===== src/rtl/ca_prng_pkg.sv =====
// Shared types and helpers for the cellular-automaton random word stream.
// Holds the controller state encoding, the Wolfram rule lookup and default word geometry.
package ca_prng_pkg;

    typedef enum logic [1:0] {
        ST_IDLE = 2'd0,
        ST_RUN  = 2'd1,
        ST_HOLD = 2'd2
    } fsm_e;

    localparam int DEF_N    = 16;
    localparam int DEF_TAPS = 2;
    localparam int STEPS    = DEF_N / DEF_TAPS;

    // Wolfram numbering: the neighbourhood {left, centre, right} indexes the rule byte.
    function automatic logic apply_rule(input logic [7:0] rule, input logic l,
                                        input logic c, input logic r);
        return rule[{l, c, r}];
    endfunction

endpackage


===== src/rtl/ca_prng_stream_array.sv =====
// Hybrid radius-1 cellular automaton: cell register plus next-state logic.
// Each cell uses RULE_B where RULE_MASK is set, RULE_A otherwise; boundary is null or periodic.
module ca_hybrid_array
    import ca_prng_pkg::*;
#(
    parameter int                     ARRAY_WIDTH = 32,
    parameter logic [7:0]             RULE_A      = 8'd30,
    parameter logic [7:0]             RULE_B      = 8'd150,
    parameter logic [ARRAY_WIDTH-1:0] RULE_MASK   = '0
) (
    input  logic                   i_clk,
    input  logic                   i_rst,
    input  logic                   i_load,
    input  logic [ARRAY_WIDTH-1:0] i_seed,
    input  logic                   i_step,
    input  logic                   i_periodic,
    output logic [ARRAY_WIDTH-1:0] o_state,
    output logic [ARRAY_WIDTH-1:0] o_next
);

    // A zero seed would lock the automaton, so it is replaced by a single centre cell.
    localparam logic [ARRAY_WIDTH-1:0] ZERO_SEED_FIX =
        {{(ARRAY_WIDTH-1){1'b0}}, 1'b1} << (ARRAY_WIDTH / 2);

    logic [ARRAY_WIDTH-1:0] cells_q;
    logic [ARRAY_WIDTH-1:0] cells_d;
    logic [ARRAY_WIDTH+1:0] ext_s;
    logic [ARRAY_WIDTH-1:0] next_s;

    // Neighbour-padded view of the array so every cell sees {c[i+1], c[i], c[i-1]}.
    always_comb begin
        ext_s  = {i_periodic & cells_q[0], cells_q, i_periodic & cells_q[ARRAY_WIDTH-1]};
        next_s = '0;
        for (int i = 0; i < ARRAY_WIDTH; i++) begin
            if (RULE_MASK[i]) begin
                next_s[i] = apply_rule(RULE_B, ext_s[i+2], ext_s[i+1], ext_s[i]);
            end else begin
                next_s[i] = apply_rule(RULE_A, ext_s[i+2], ext_s[i+1], ext_s[i]);
            end
        end
    end

    // Seed load wins over a step.
    always_comb begin
        if (i_load) begin
            cells_d = (|i_seed) ? i_seed : ZERO_SEED_FIX;
        end else if (i_step) begin
            cells_d = next_s;
        end else begin
            cells_d = cells_q;
        end
    end

    // Cell register.
    always_ff @(posedge i_clk or negedge i_rst) begin
        if (!i_rst) begin
            cells_q <= '0;
        end else begin
            cells_q <= cells_d;
        end
    end

    assign o_state = cells_q;
    assign o_next  = next_s;

endmodule


===== src/rtl/ca_prng_stream.sv =====
// Streaming random word generator: seed handshake, step control, tap harvesting,
// word shifter with valid/ready output and a sticky all-zero detector.
module ca_prng_stream
    import ca_prng_pkg::*;
#(
    parameter int                     ARRAY_WIDTH = 32,
    parameter int                     N           = 16,
    parameter int                     TAPS        = 2,
    parameter int                     LOC0        = ARRAY_WIDTH / 2,
    parameter int                     TAP_STRIDE  = 3,
    parameter logic [7:0]             RULE_A      = 8'd30,
    parameter logic [7:0]             RULE_B      = 8'd150,
    parameter logic [ARRAY_WIDTH-1:0] RULE_MASK   = '0
) (
    input  logic                   i_clk,
    input  logic                   i_rst,
    input  logic                   i_seed_valid,
    input  logic [ARRAY_WIDTH-1:0] i_seed,
    output logic                   o_seed_ready,
    input  logic                   i_enable,
    input  logic                   i_periodic,
    output logic                   o_valid,
    input  logic                   i_ready,
    output logic [N-1:0]           o_rn,
    output logic [ARRAY_WIDTH-1:0] o_state,
    output logic                   o_stuck
);

    localparam int WORD_STEPS = N / TAPS;
    localparam int CW         = (WORD_STEPS > 1) ? $clog2(WORD_STEPS) : 1;
    localparam logic [CW-1:0] LAST_CNT = CW'(WORD_STEPS - 1);

    fsm_e                   fsm_q, fsm_d;
    logic [CW-1:0]          cnt_q, cnt_d;
    logic [CW-1:0]          base_s;
    logic [N-1:0]           rn_q, rn_d;
    logic [N+TAPS-1:0]      rn_cat_s;
    logic                   valid_q, valid_d;
    logic                   stuck_q, stuck_d;
    logic                   step_s;
    logic [TAPS-1:0]        tap_s;
    logic [ARRAY_WIDTH-1:0] state_s;
    logic [ARRAY_WIDTH-1:0] next_s;

    ca_hybrid_array #(
        .ARRAY_WIDTH (ARRAY_WIDTH),
        .RULE_A      (RULE_A),
        .RULE_B      (RULE_B),
        .RULE_MASK   (RULE_MASK)
    ) u_array (
        .i_clk      (i_clk),
        .i_rst      (i_rst),
        .i_load     (i_seed_valid),
        .i_seed     (i_seed),
        .i_step     (step_s),
        .i_periodic (i_periodic),
        .o_state    (state_s),
        .o_next     (next_s)
    );

    for (genvar t = 0; t < TAPS; t++) begin : g_tap
        localparam int TAP_IDX = (LOC0 + t * TAP_STRIDE) % ARRAY_WIDTH;
        assign tap_s[t] = next_s[TAP_IDX];
    end

    assign step_s   = !i_seed_valid && i_enable &&
                      ((fsm_q == ST_RUN) || ((fsm_q == ST_HOLD) && i_ready));
    // A step out of HOLD is the first step of a fresh word.
    assign base_s   = (fsm_q == ST_HOLD) ? {CW{1'b0}} : cnt_q;
    assign rn_cat_s = {tap_s, rn_q};

    // Controller next state: seed load, step, consume-only, or hold.
    always_comb begin
        fsm_d   = fsm_q;
        cnt_d   = cnt_q;
        rn_d    = rn_q;
        valid_d = valid_q;
        stuck_d = stuck_q;
        if (i_seed_valid) begin
            fsm_d   = ST_RUN;
            cnt_d   = {CW{1'b0}};
            rn_d    = {N{1'b0}};
            valid_d = 1'b0;
            stuck_d = 1'b0;
        end else if (step_s) begin
            rn_d    = rn_cat_s[N+TAPS-1:TAPS];
            stuck_d = stuck_q | ~(|next_s);
            if (base_s == LAST_CNT) begin
                fsm_d   = ST_HOLD;
                cnt_d   = {CW{1'b0}};
                valid_d = 1'b1;
            end else begin
                fsm_d   = ST_RUN;
                cnt_d   = base_s + CW'(1);
                valid_d = 1'b0;
            end
        end else if ((fsm_q == ST_HOLD) && i_ready) begin
            fsm_d   = ST_RUN;
            cnt_d   = {CW{1'b0}};
            valid_d = 1'b0;
        end else begin
            fsm_d   = fsm_q;
        end
    end

    // Controller and output registers.
    always_ff @(posedge i_clk or negedge i_rst) begin
        if (!i_rst) begin
            fsm_q   <= ST_IDLE;
            cnt_q   <= {CW{1'b0}};
            rn_q    <= {N{1'b0}};
            valid_q <= 1'b0;
            stuck_q <= 1'b0;
        end else begin
            fsm_q   <= fsm_d;
            cnt_q   <= cnt_d;
            rn_q    <= rn_d;
            valid_q <= valid_d;
            stuck_q <= stuck_d;
        end
    end

    assign o_seed_ready = i_rst;
    assign o_valid      = valid_q;
    assign o_rn         = rn_q;
    assign o_state      = state_s;
    assign o_stuck      = stuck_q;

endmodule


===== config.mk =====
export PLATFORM = sky130hd
export DESIGN_NAME = ca_prng_stream
export DESIGN_NICKNAME = d
export VERILOG_FILES = /design/src/rtl/ca_prng_pkg.sv /design/src/rtl/ca_prng_stream_array.sv /design/src/rtl/ca_prng_stream.sv
export SDC_FILE = /design/constraint.sdc
export NUM_CORES = 1
export LEC_CHECK = 0
export CAP_MARGIN = 20
export CORE_MARGIN = 4
export CORE_UTILIZATION = 38
export DETAILED_ROUTE_END_ITERATION = 10
export PLACE_DENSITY = 0.7
export SETUP_SLACK_MARGIN = 0.2
export SLEW_MARGIN = 40
export SYNTH_ARGS = -nofsm -noshare
export SYNTH_HDL_FRONTEND = slang
export SYNTH_SLANG_ARGS = --single-unit

===== constraint.sdc =====
create_clock -name i_clk -period 2.55 [get_ports i_clk]
set_input_delay 0.255 -clock i_clk [delete_from_list [all_inputs] [get_ports i_clk]]
set_output_delay 0.255 -clock i_clk [all_outputs]
set_load 0.1 [all_outputs]

## Word-level counts from Yosys, hierarchy flattened

Memory sizes are Yosys's and may differ from the RTL's.
Cells that the tools add are included.

| word-level totals | value |
|---|---|
| memories kept | 32 |
| output and inout port bits | 51 |
| register bits | 55 |
| bits in read-only memories | 256 |
| logic and storage cells | 139 |

| operators by class | value |
|---|---|
| $lt $le $gt $ge | 32 |
| reductions and logical operators | 9 |
| muxes and demuxes | 52 |
| bitwise gates (word level) | 4 |
| add/sub/neg operators | 1 |
| equality and inequality tests | 3 |

Memories:

| name | words | width | read ports | clocked after Yosys merged registers in | wr ports | line | RTL |
|---|---|---|---|---|---|---|---|
| (name not given) | 8 | 1 | 1 | 0 | 0 | ca_prng_pkg.sv:18 | `return rule[{l, c, r}];` |
| (name not given) | 8 | 1 | 1 | 0 | 0 | ca_prng_pkg.sv:18 |  |
| (name not given) | 8 | 1 | 1 | 0 | 0 | ca_prng_pkg.sv:18 |  |
| (name not given) | 8 | 1 | 1 | 0 | 0 | ca_prng_pkg.sv:18 |  |
| (name not given) | 8 | 1 | 1 | 0 | 0 | ca_prng_pkg.sv:18 |  |
| (name not given) | 8 | 1 | 1 | 0 | 0 | ca_prng_pkg.sv:18 |  |
| 26 more memories | n/a | n/a | n/a | n/a | n/a | n/a |  |

Operators by type and width:

| kind | count |
|---|---|
| 3-bit by 4-bit less-than comparator with 1-bit output (second input constant) | 32 |
| 32-bit 2-to-1 mux | 3 |
| 32-bit OR reduction | 2 |
| 1-bit 2-to-1 mux | 38 |
| 16-bit 2-to-1 mux | 2 |
| 3-bit 2-to-1 mux | 5 |
| 2-bit 2-to-1 mux | 4 |
| 3-bit by 1-bit adder with 3-bit output (second input constant) | 1 |
| 3-bit equality test (second input constant) | 1 |
| 1-bit logical AND | 3 |
| 3-bit nonzero test | 1 |
| 1-bit bitwise AND | 2 |
| 2-bit by 1-bit equality test with 1-bit output (second input constant) | 1 |
| 2-bit equality test (second input constant) | 1 |
| 2-bit nonzero test | 1 |
| 1-bit logical NOT | 1 |
| 1-bit logical OR | 1 |
| 1-bit NOT | 1 |
| 1-bit OR | 1 |

## Longest topological paths before layout

Gate-level depths: netlist of the first run.

| depth | value |
|---|---|
| depth in word-level cells | 8 |
| gate-level depth with buffers | 6 |
| depth with buffers taken out | 5 |

## Modules after synthesis

A second synthesis of the first run with hierarchy kept.

| second synthesis, totals | value |
|---|---|
| cell total of the unflattened synthesis | 313 |
| area total of the unflattened synthesis | 3094.2 µm² |

By module, submodules not included:

| module | cells an instance | area each (µm²) | instances |
|---|---|---|---|
| ca_hybrid_array | 218 | 1951.9 | 1 |
| ca_prng_stream | 95 | 1142.3 | 1 |

## Worst setup path before layout of the first run

No wires, ideal clock.

| timing | value |
|---|---|
| kind | reg2reg |
| start | reg u_array.cells_q[18] (netlist: u_array.o_state[18]) |
| end | reg stuck_q (netlist: o_stuck) |
| setup time | 95 ps |
| cell stages (with the launch flop) | 7 |
| data arrival time | 2277 ps |
| path slack | 178 ps |
| required time | 2455 ps |
| path through | dfrtp_1 > clkbuf_1 > nor2b_1 > mux2_2 > a32oi_1 > or4_1 > o32ai_2 |

| between the ends | value |
|---|---|
| longest elaborated chain between the ends | 7 |
| elaborated cells on any way between the ends | 11 |

RTL lines:

| what | line | RTL |
|---|---|---|
| from (decl) | ca_prng_stream_array.sv:25 | `logic [ARRAY_WIDTH-1:0] cells_q;` |
| from (signal assigned) | ca_prng_stream_array.sv:59 | `cells_q <= cells_d;` |
| memory 8 x 1 bit | n/a |  |
| 1-bit 2-to-1 mux (not written as such) | ca_prng_pkg.sv:18 |  |
| 32-bit OR reduction * | ca_prng_stream.sv:87 | `stuck_d = stuck_q \| ~(\|next_s);` |
| 1-bit NOT * | ca_prng_stream.sv:87 |  |
| 1-bit OR * | ca_prng_stream.sv:87 |  |
| 1-bit 2-to-1 mux * | ca_prng_stream.sv:85 | `end else if (step_s) begin` |
| 1-bit 2-to-1 mux * | ca_prng_stream.sv:79 | `if (i_seed_valid) begin` |
| to (signal assigned) | ca_prng_stream.sv:119 | `stuck_q <= stuck_d;` |
| to (decl) | ca_prng_stream.sv:39 | `logic stuck_q, stuck_d;` |

Mark *: on every way between the ends. The rest lies on a longest branch, timed or not. The select of a mux whose other input is x is not followed.
A chain may end at the register's enable or synchronous reset.

## Worst setup path after layout of the first run

| timing | value |
|---|---|
| start | reg u_array.cells_q[26] (netlist: u_array.o_state[26]) |
| end | reg stuck_q (netlist: o_stuck) |

The elaborated chain is that of the path after synthesis.

==> summary.txt, run 1 <==
Outcome
  – Status: finished clean

Route
  – Remaining antenna violation count after routing: 0
  – Pre-Repair DR Iteration Count: 6
  – Wire per inst: 15.49 µm
  – DR vias: around 3200
  – Via density per instance: roughly 5.4
  – Drt first-iter violations: between 150 and 200
  – DR DRC count: 0
  – Post-Route WL: 9.214 mm

Floorplanning
  – DIE WIDTH: 100.3 µm
  – Die Area: just over 0.01 mm²
  – Std-Cell Rows: 33
  – Core Box Area: ~0.0083 mm²
  – Die H: about 100 µm
  – Initial core utilization: about 39%
  – I/O Pins: 89

Critical path
  – Arrival @ worst endpoint: 2160 ps
  – Reg-to-reg setup timing slack: just over 600 ps
  – Slowest stage cell, crit path: dfrtp_1
  – Crit end category: flop
  – Cell breakdown of the critical path: or3_1 -> a22oi_1 -> nand4_1 -> or4_1 -> o32ai_2
  – CP Data Required Time: about 2800 ps
  – CP peak stage delay: 500 ps
  – WP buf/inv: 0
  – Worst Path Max Fanout: 10
  – CP top delay family: simple AND/OR/NAND/NOR gates
  – Setup crit start kind: flop
  – Setup CP Type: reg -> reg

Timing
  – Slew at the pin with the worst max-slew slack: about 520 ps
  – F_max: about 520 MHz
  – Skew final: about 3.6 ps
  – Rel. slew slack: between 60% and 70%
  – RSZ-0062 raised after global routing: no
  – Final Hold Viols: 0
  – Setup TNS: 0 ps
  – Final worst-path cycle share: between 70% and 80%
  – Final min period: roughly 1900 ps
  – Final setup violation count: 0
  – Slew Limit Fails: 0
  – Final setup margin: between 600 and 700 ps

Min path
  – Min-delay worst type: in -> async

Logic synthesis
  – Post-synth top area cell: dfrtp_1
  – Yosys top cell area share: between 40% and 50%
  – Synthesized cell area: roughly 0.0032 mm²
  – Register bit total from synthesis: 54
  – Synth cell types: 45
  – Leading post-synthesis cells by cell area: dfrtp_1, nand2_1, nor2_1, o22ai_1, o21ai_1
  – Yosys warning count: 0
  – Post-synthesis instance total: between 400 and 500
  – Seq/Total Area, Yosys: about two fifths
  – Post-Syn Area per Cell: 7.649 µm²
  – Syn nets: approximately 460

Run
  – Total of max-cap violations: 0

Pwr
  – LEAKAGE: about 1.7 nW
  – Pwr/cell area: between 600 and 700 mW/mm²
  – VDD IR-drop max: about 0.00035 V

CTS
  – Clk_lat worst skew: slightly above 300 ps
  – Htree depth: 2
  – Root Driver: clkbuf_8
  – Clk sinks: between 50 and 60
  – CTS tree: built
  – Post-CTS Hold Buffers: 0
  – CTS Buf Count: 5
  – Post-CTS sizing: 0
  – Longest Clk Path Bufs: 2
  – Postcts setup bufs: 0
  – Worst-path clk slew: approximately 100 ps

GRT
  – Initial antenna violation count: 0
  – Vias in the first global route: around 3000
  – Grt ovf: 0
  – Total track usage: a little under a fifth
  – Largest net degree at the start of global routing: 39
  – Global-route wire length before repair: 14.85 mm

Placement
  – Hpwl dp: 6.883 mm
  – RePlAce Congestion: between 0.8 and 0.9
  – Setup WS pre-CTS: roughly 460 ps
  – Buffers on Ports: ~90

Final layout
  – Share of cells above drive strength 1: between 10% and 20%
  – Utilization after layout: 49.70%
  – Final nets: 529
  – Ant. Diodes: 0
  – Area delta synth->final: 26.84%
## Yosys cell counts, drive strengths merged
master	n
a2111oi	1
a211oi	1
a21boi	2
a21oi	21
a22o	3
a22oi	5
a32oi	1
and2	4
and3	1
and3b	1
buf	9
clkbuf	30
dfrtp	54
ha	2
inv	2
mux2	1
mux2i	1
nand2	70
nand2b	1
nand3	4
nand4	3
nor2	69
nor2b	2
nor3	4
nor3b	1
nor4	10
nor4b	1
o2111ai	1
o21a	2
o21ai	64
o221a	2
o221ai	1
o22ai	28
o31ai	1
o32ai	1
or3	12
or4	1
or4b	1
xnor2	3
xor2	2
## cells by family (layout without fill, tap and decap cells)
family / Yosys count / count (layout) / share of synthesized area [%]
buffers and inverters: 41 / 108 / 5.955
and+or+nand+nor: 185 / 185 / 25.14
AOI/OAI and AO/OA: 134 / 134 / 24.36
muxes: 2 / 2 / 0.6574
DFF: 54 / 54 / 41.76
xor gates and xnor gates: 5 / 5 / 1.354
adders and majority gates: 2 / 2 / 0.7733
## cell type report
cell class	count	area, µm²
inverter	2	7.507
timing repair buffer	98	818.3
clock inverter	1	5.005
fill	819	4154
sequential	54	1353
tap	105	131.4
multi-input combinational	328	1703
clock buffer	7	86.33
## layout by cell type, fill, tap and decap left out, types with 4 or more instances in the layout
master | synthesis | layout
a21oi_1 | 21 | 21
a22oi_1 | 4 | 4
and2_1 | 4 | 4
buf_4 | 1 | 61
clkbuf_8 | 0 | 6
clkdlybuf4s50_1 | 0 | 35
dfrtp_1 | 54 | 53
nand2_1 | 70 | 70
nand3_1 | 4 | 4
nor2_1 | 68 | 68
nor3_1 | 4 | 4
nor4_1 | 10 | 10
o21ai_0 | 31 | 31
o21ai_1 | 33 | 32
o22ai_1 | 28 | 28
or3_1 | 12 | 12
## registers in the layout, summed over array words and instances, names as in the netlist
register         cells
cnt_q                3
fsm_q                2
o_rn                16
o_stuck              1
u_array.o_state     32
## through the flow
stage                     std cells  hold WS (ps)  instance area (µm²)  total power [W]
after floorplan                 423        -40.59                 3237         0.001925
after global placement          587         383.1                 4013         0.002193
after detailed placement        587         383.8                 4013         0.002210
after CTS                       595         39.03                 4104         0.002717
after global routing            595         39.73                 4104         0.002847
final                           595         28.18                 4104         0.002704
## layer usage
| metal | routed length [µm] | share of wire, % | track usage, % |
|---|---|---|---|
| met1 | 4229 | 46 | 25.12 |
| met2 | 4364 | 47 | 29.77 |
| met3 | 500 | 5.4 | 3.475 |
| met4 | 119 | 1.3 | 5.389 |
| met5 | 0 | 0 | 0 |
## final timing paths
| check | cells past startpoint | endpoint | from |
|---|---|---|---|
| worst max-delay path | 5 | o_stuck | u_array.o_state[26] |
| worst min-delay path | 2 | o_rn[1] | i_rst |
| worst max register to register | 5 | o_stuck | u_array.o_state[26] |
| worst min register to register | 1 | cnt_q[1] | cnt_q[1] |
| max in group asynchronous | 2 | u_array.o_state[18] | i_rst |
| min in group i_clk | 3 | u_array.o_state[3] | i_seed_valid |
## where the power goes
part	total (W)	switching, W	internal, W
clock network	0.000510	0.000290	0.000220
registers	0.00109	0.000165	0.000926
logic	0.00110	0.000797	0.000306
Power figures use the tool's default switching activity.
==> inputs of run 2 (changes only) <==
--- a/config.mk
+++ b/config.mk
@@ -9,7 +9,7 @@
 export CORE_MARGIN = 4
 export CORE_UTILIZATION = 38
 export DETAILED_ROUTE_END_ITERATION = 10
-export PLACE_DENSITY = 0.7
+export PLACE_DENSITY = 0.72
 export SETUP_SLACK_MARGIN = 0.2
 export SLEW_MARGIN = 40
 export SYNTH_ARGS = -nofsm -noshare
==> constraint.sdc (replaced) <==
create_clock -name i_clk -period 1.57 [get_ports i_clk]
set_input_delay 0.157 -clock i_clk [delete_from_list [all_inputs] [get_ports i_clk]]
set_output_delay 0.157 -clock i_clk [all_outputs]
set_load 0.1 [all_outputs]
==> summary.txt, run 2 (synthesis results as in run 1) <==
Outcome
  – Status: complete, but fails checks
  – Violated checks: negative setup slack

Critical path
  – Slowest stage cell, crit path: dfrtp_4
  – R2R depth: 5
  – CP top delay family: simple AND/OR/NAND/NOR gates
  – Worst path depth: 5
  – Reg2Reg Capture Point: o_stuck
  – WP buf/inv: 0
  – Crit end category: flop
  – CP peak stage delay: roughly 500 ps
  – Reg-to-reg setup timing slack: -400 ps
  – Setup crit start kind: flop
  – R2R Path Start: u_array.o_state[12]
  – Worst Path Max Fanout: 2
  – Arrival @ worst endpoint: 2200 ps
  – CP Data Required Time: between 1500 and 2000 ps
  – Cell breakdown of the critical path: or3_1 -> a22oi_2 -> nand4_1 -> or4_1 -> o32ai_2
  – Setup CP Type: reg -> reg

Floorplanning
  – Die Area: 0.01006 mm²
  – DIE WIDTH: roughly 100 µm
  – Core Box Area: between 0.008 and 0.009 mm²
  – Die H: 100.3 µm
  – Std-Cell Rows: 33
  – I/O Pins: approximately 90
  – Initial core utilization: approximately 39%

Final layout
  – Fillers: between 400 and 500
  – Utilization after layout: between 80% and 90%
  – Share of cells above drive strength 1: between 50% and 60%
  – Leading cell types in the layout, fill and taps excluded: buf_4, buf_12, nand2_1, nor2_1, clkdlybuf4s50_1
  – Area delta synth->final: 106.8%
  – Commonest non-fill, non-tap cell in the layout: buf_4
  – Final instance area: 0.006693 mm²
  – Ant. Diodes: 0
  – Final nets: around 630
  – Number of flip-flops in the largest register: 32

Placement
  – Hpwl dp: around 8 mm
  – RePlAce Congestion: between 0.8 and 0.9
  – Buffers on Ports: 88
  – Setup WS pre-CTS: -308.7 ps
  – Dpl cell area: 0.005219 mm²

Pwr
  – VDD IR-drop max: about 0.00096 V
  – Cell internal pwr: 0.003577 W
  – Clock network fraction of total power: between 10% and 20%
  – Net Sw Power: ~0.0026 W
  – LEAKAGE: between 2 and 3 nW
  – Pwr/cell area: approximately 930 mW/mm²
  – Switching share of power: 42.55%
  – Combinational power share: roughly 54%
  – Sequential share of power: a little over a quarter

GRT
  – Initial antenna violation count: 1
  – Total track usage: 28.62%
  – Largest net degree at the start of global routing: 49
  – Vias in the first global route: about 4200
  – Grt ovf: 0
  – Global-route wire length before repair: 22.39 mm

Route
  – WL met2: around 7.9 mm
  – Top Layer Used: met5
  – Wire per inst: roughly 23 µm
  – DR DRC count: 0
  – Via density per instance: approximately 6.3
  – DR vias: approximately 4300
  – Pre-Repair DR Iteration Count: 5
  – Drt first-iter violations: around 450
  – Post-Route WL: 16.27 mm
  – Met3 WL: between 1 and 1.5 mm
  – Post-Route M1 WL: about 6 mm
  – Remaining antenna violation count after routing: 0

Min path
  – Hold path startpoint: i_seed_valid
  – WHS Path Cells: 2
  – Min-delay worst type: in -> reg
  – Worst Hold Path EP: o_stuck

Timing
  – Final Hold Viols: 0
  – Final worst-path cycle share: 125.3%
  – Worst hold slack: ~89 ps
  – F_max: just over 500 MHz
  – Slew Limit Fails: 0
  – Setup TNS: -13090 ps
  – Final setup margin: -396.7 ps
  – RSZ-0062 raised after global routing: yes
  – Final min period: approximately 2000 ps
  – Skew final: 9.854 ps
  – Rel. slew slack: 57.62%
  – Slew at the pin with the worst max-slew slack: between 600 and 700 ps
  – Final setup violation count: 54

CTS
  – CTS Buf Count: 5
  – Root Driver: clkbuf_8
  – Clk sinks: 54
  – Longest Clk Path Bufs: 2
  – Worst-path clk slew: between 100 and 150 ps
  – Htree depth: 2
  – Clk_lat worst skew: about 330 ps
  – CTS tree: built

Run
  – Total of max-cap violations: 0
-- run 2: cell type report --
class	instances	area, µm²	share of cell area, %
tap	105	131.4	1.963
sequential	54	1409	21.05
clock inverter	2	60.06	0.8974
timing repair buffer	197	2656	39.69
inverter	2	7.507	0.1122
multi-input combinational	328	2346	35.05
clock buffer	6	82.58	1.234
-- run 2: power by group through the flow --
| stage | clock (W) | sequential [W] | combinational (W) |
|---|---|---|---|
| 2_1_floorplan | 0 | 0.00250 | 0.000688 |
| 6_report | 0.00120 | 0.00168 | 0.00335 |
| 3_5_place_dp | 0 | 0.00166 | 0.00262 |
| 3_3_place_gp | 0 | 0.00166 | 0.00258 |
| 5_1_grt | 0.00125 | 0.00169 | 0.00346 |
| 4_1_cts | 0.00116 | 0.00164 | 0.00294 |
-- run 2: through the flow --
step                      std cells  power (W)
final                           694   0.006225
after floorplan                 423   0.003185
after global placement          650   0.004240
after CTS                       684   0.005743
after global routing            694   0.006395
after detailed placement        650   0.004287
-- run 2: worst register-to-register path: stages, from the launching register on --
cell and delay, ps:
dfrtp_4 500, or3_1 440, a22oi_2 180, nand4_1 120, or4_1 420, o32ai_2 230
-- run 2: repair_timing --
item                       CTS  global route
setup endpoints to repair   56            61
gates cloned                11             0
pin swaps                   54            54
hold buffers                 1             0
buffers inserted            14            10
gates resized for setup     99            86
hold endpoints to repair    30             0
-- run 2: how the worst max path moves through the flow --
| stage | from | to |
|---|---|---|
| floorplan | u_array.o_state[9] | o_stuck |
| global placement | u_array.o_state[23] | o_stuck |
| detailed placement | u_array.o_state[9] | o_stuck |
| CTS | u_array.o_state[26] | o_stuck |
| global route | u_array.o_state[12] | o_stuck |
| finish | u_array.o_state[12] | o_stuck |
-- run 2: layer usage --
layer  vias to the layer above  track usage [%]
met2                       296            47.96
met5                         -                0
met4                         2            16.06
met3                        90            7.366
met1                      2128            33.13
li1                       1830                -
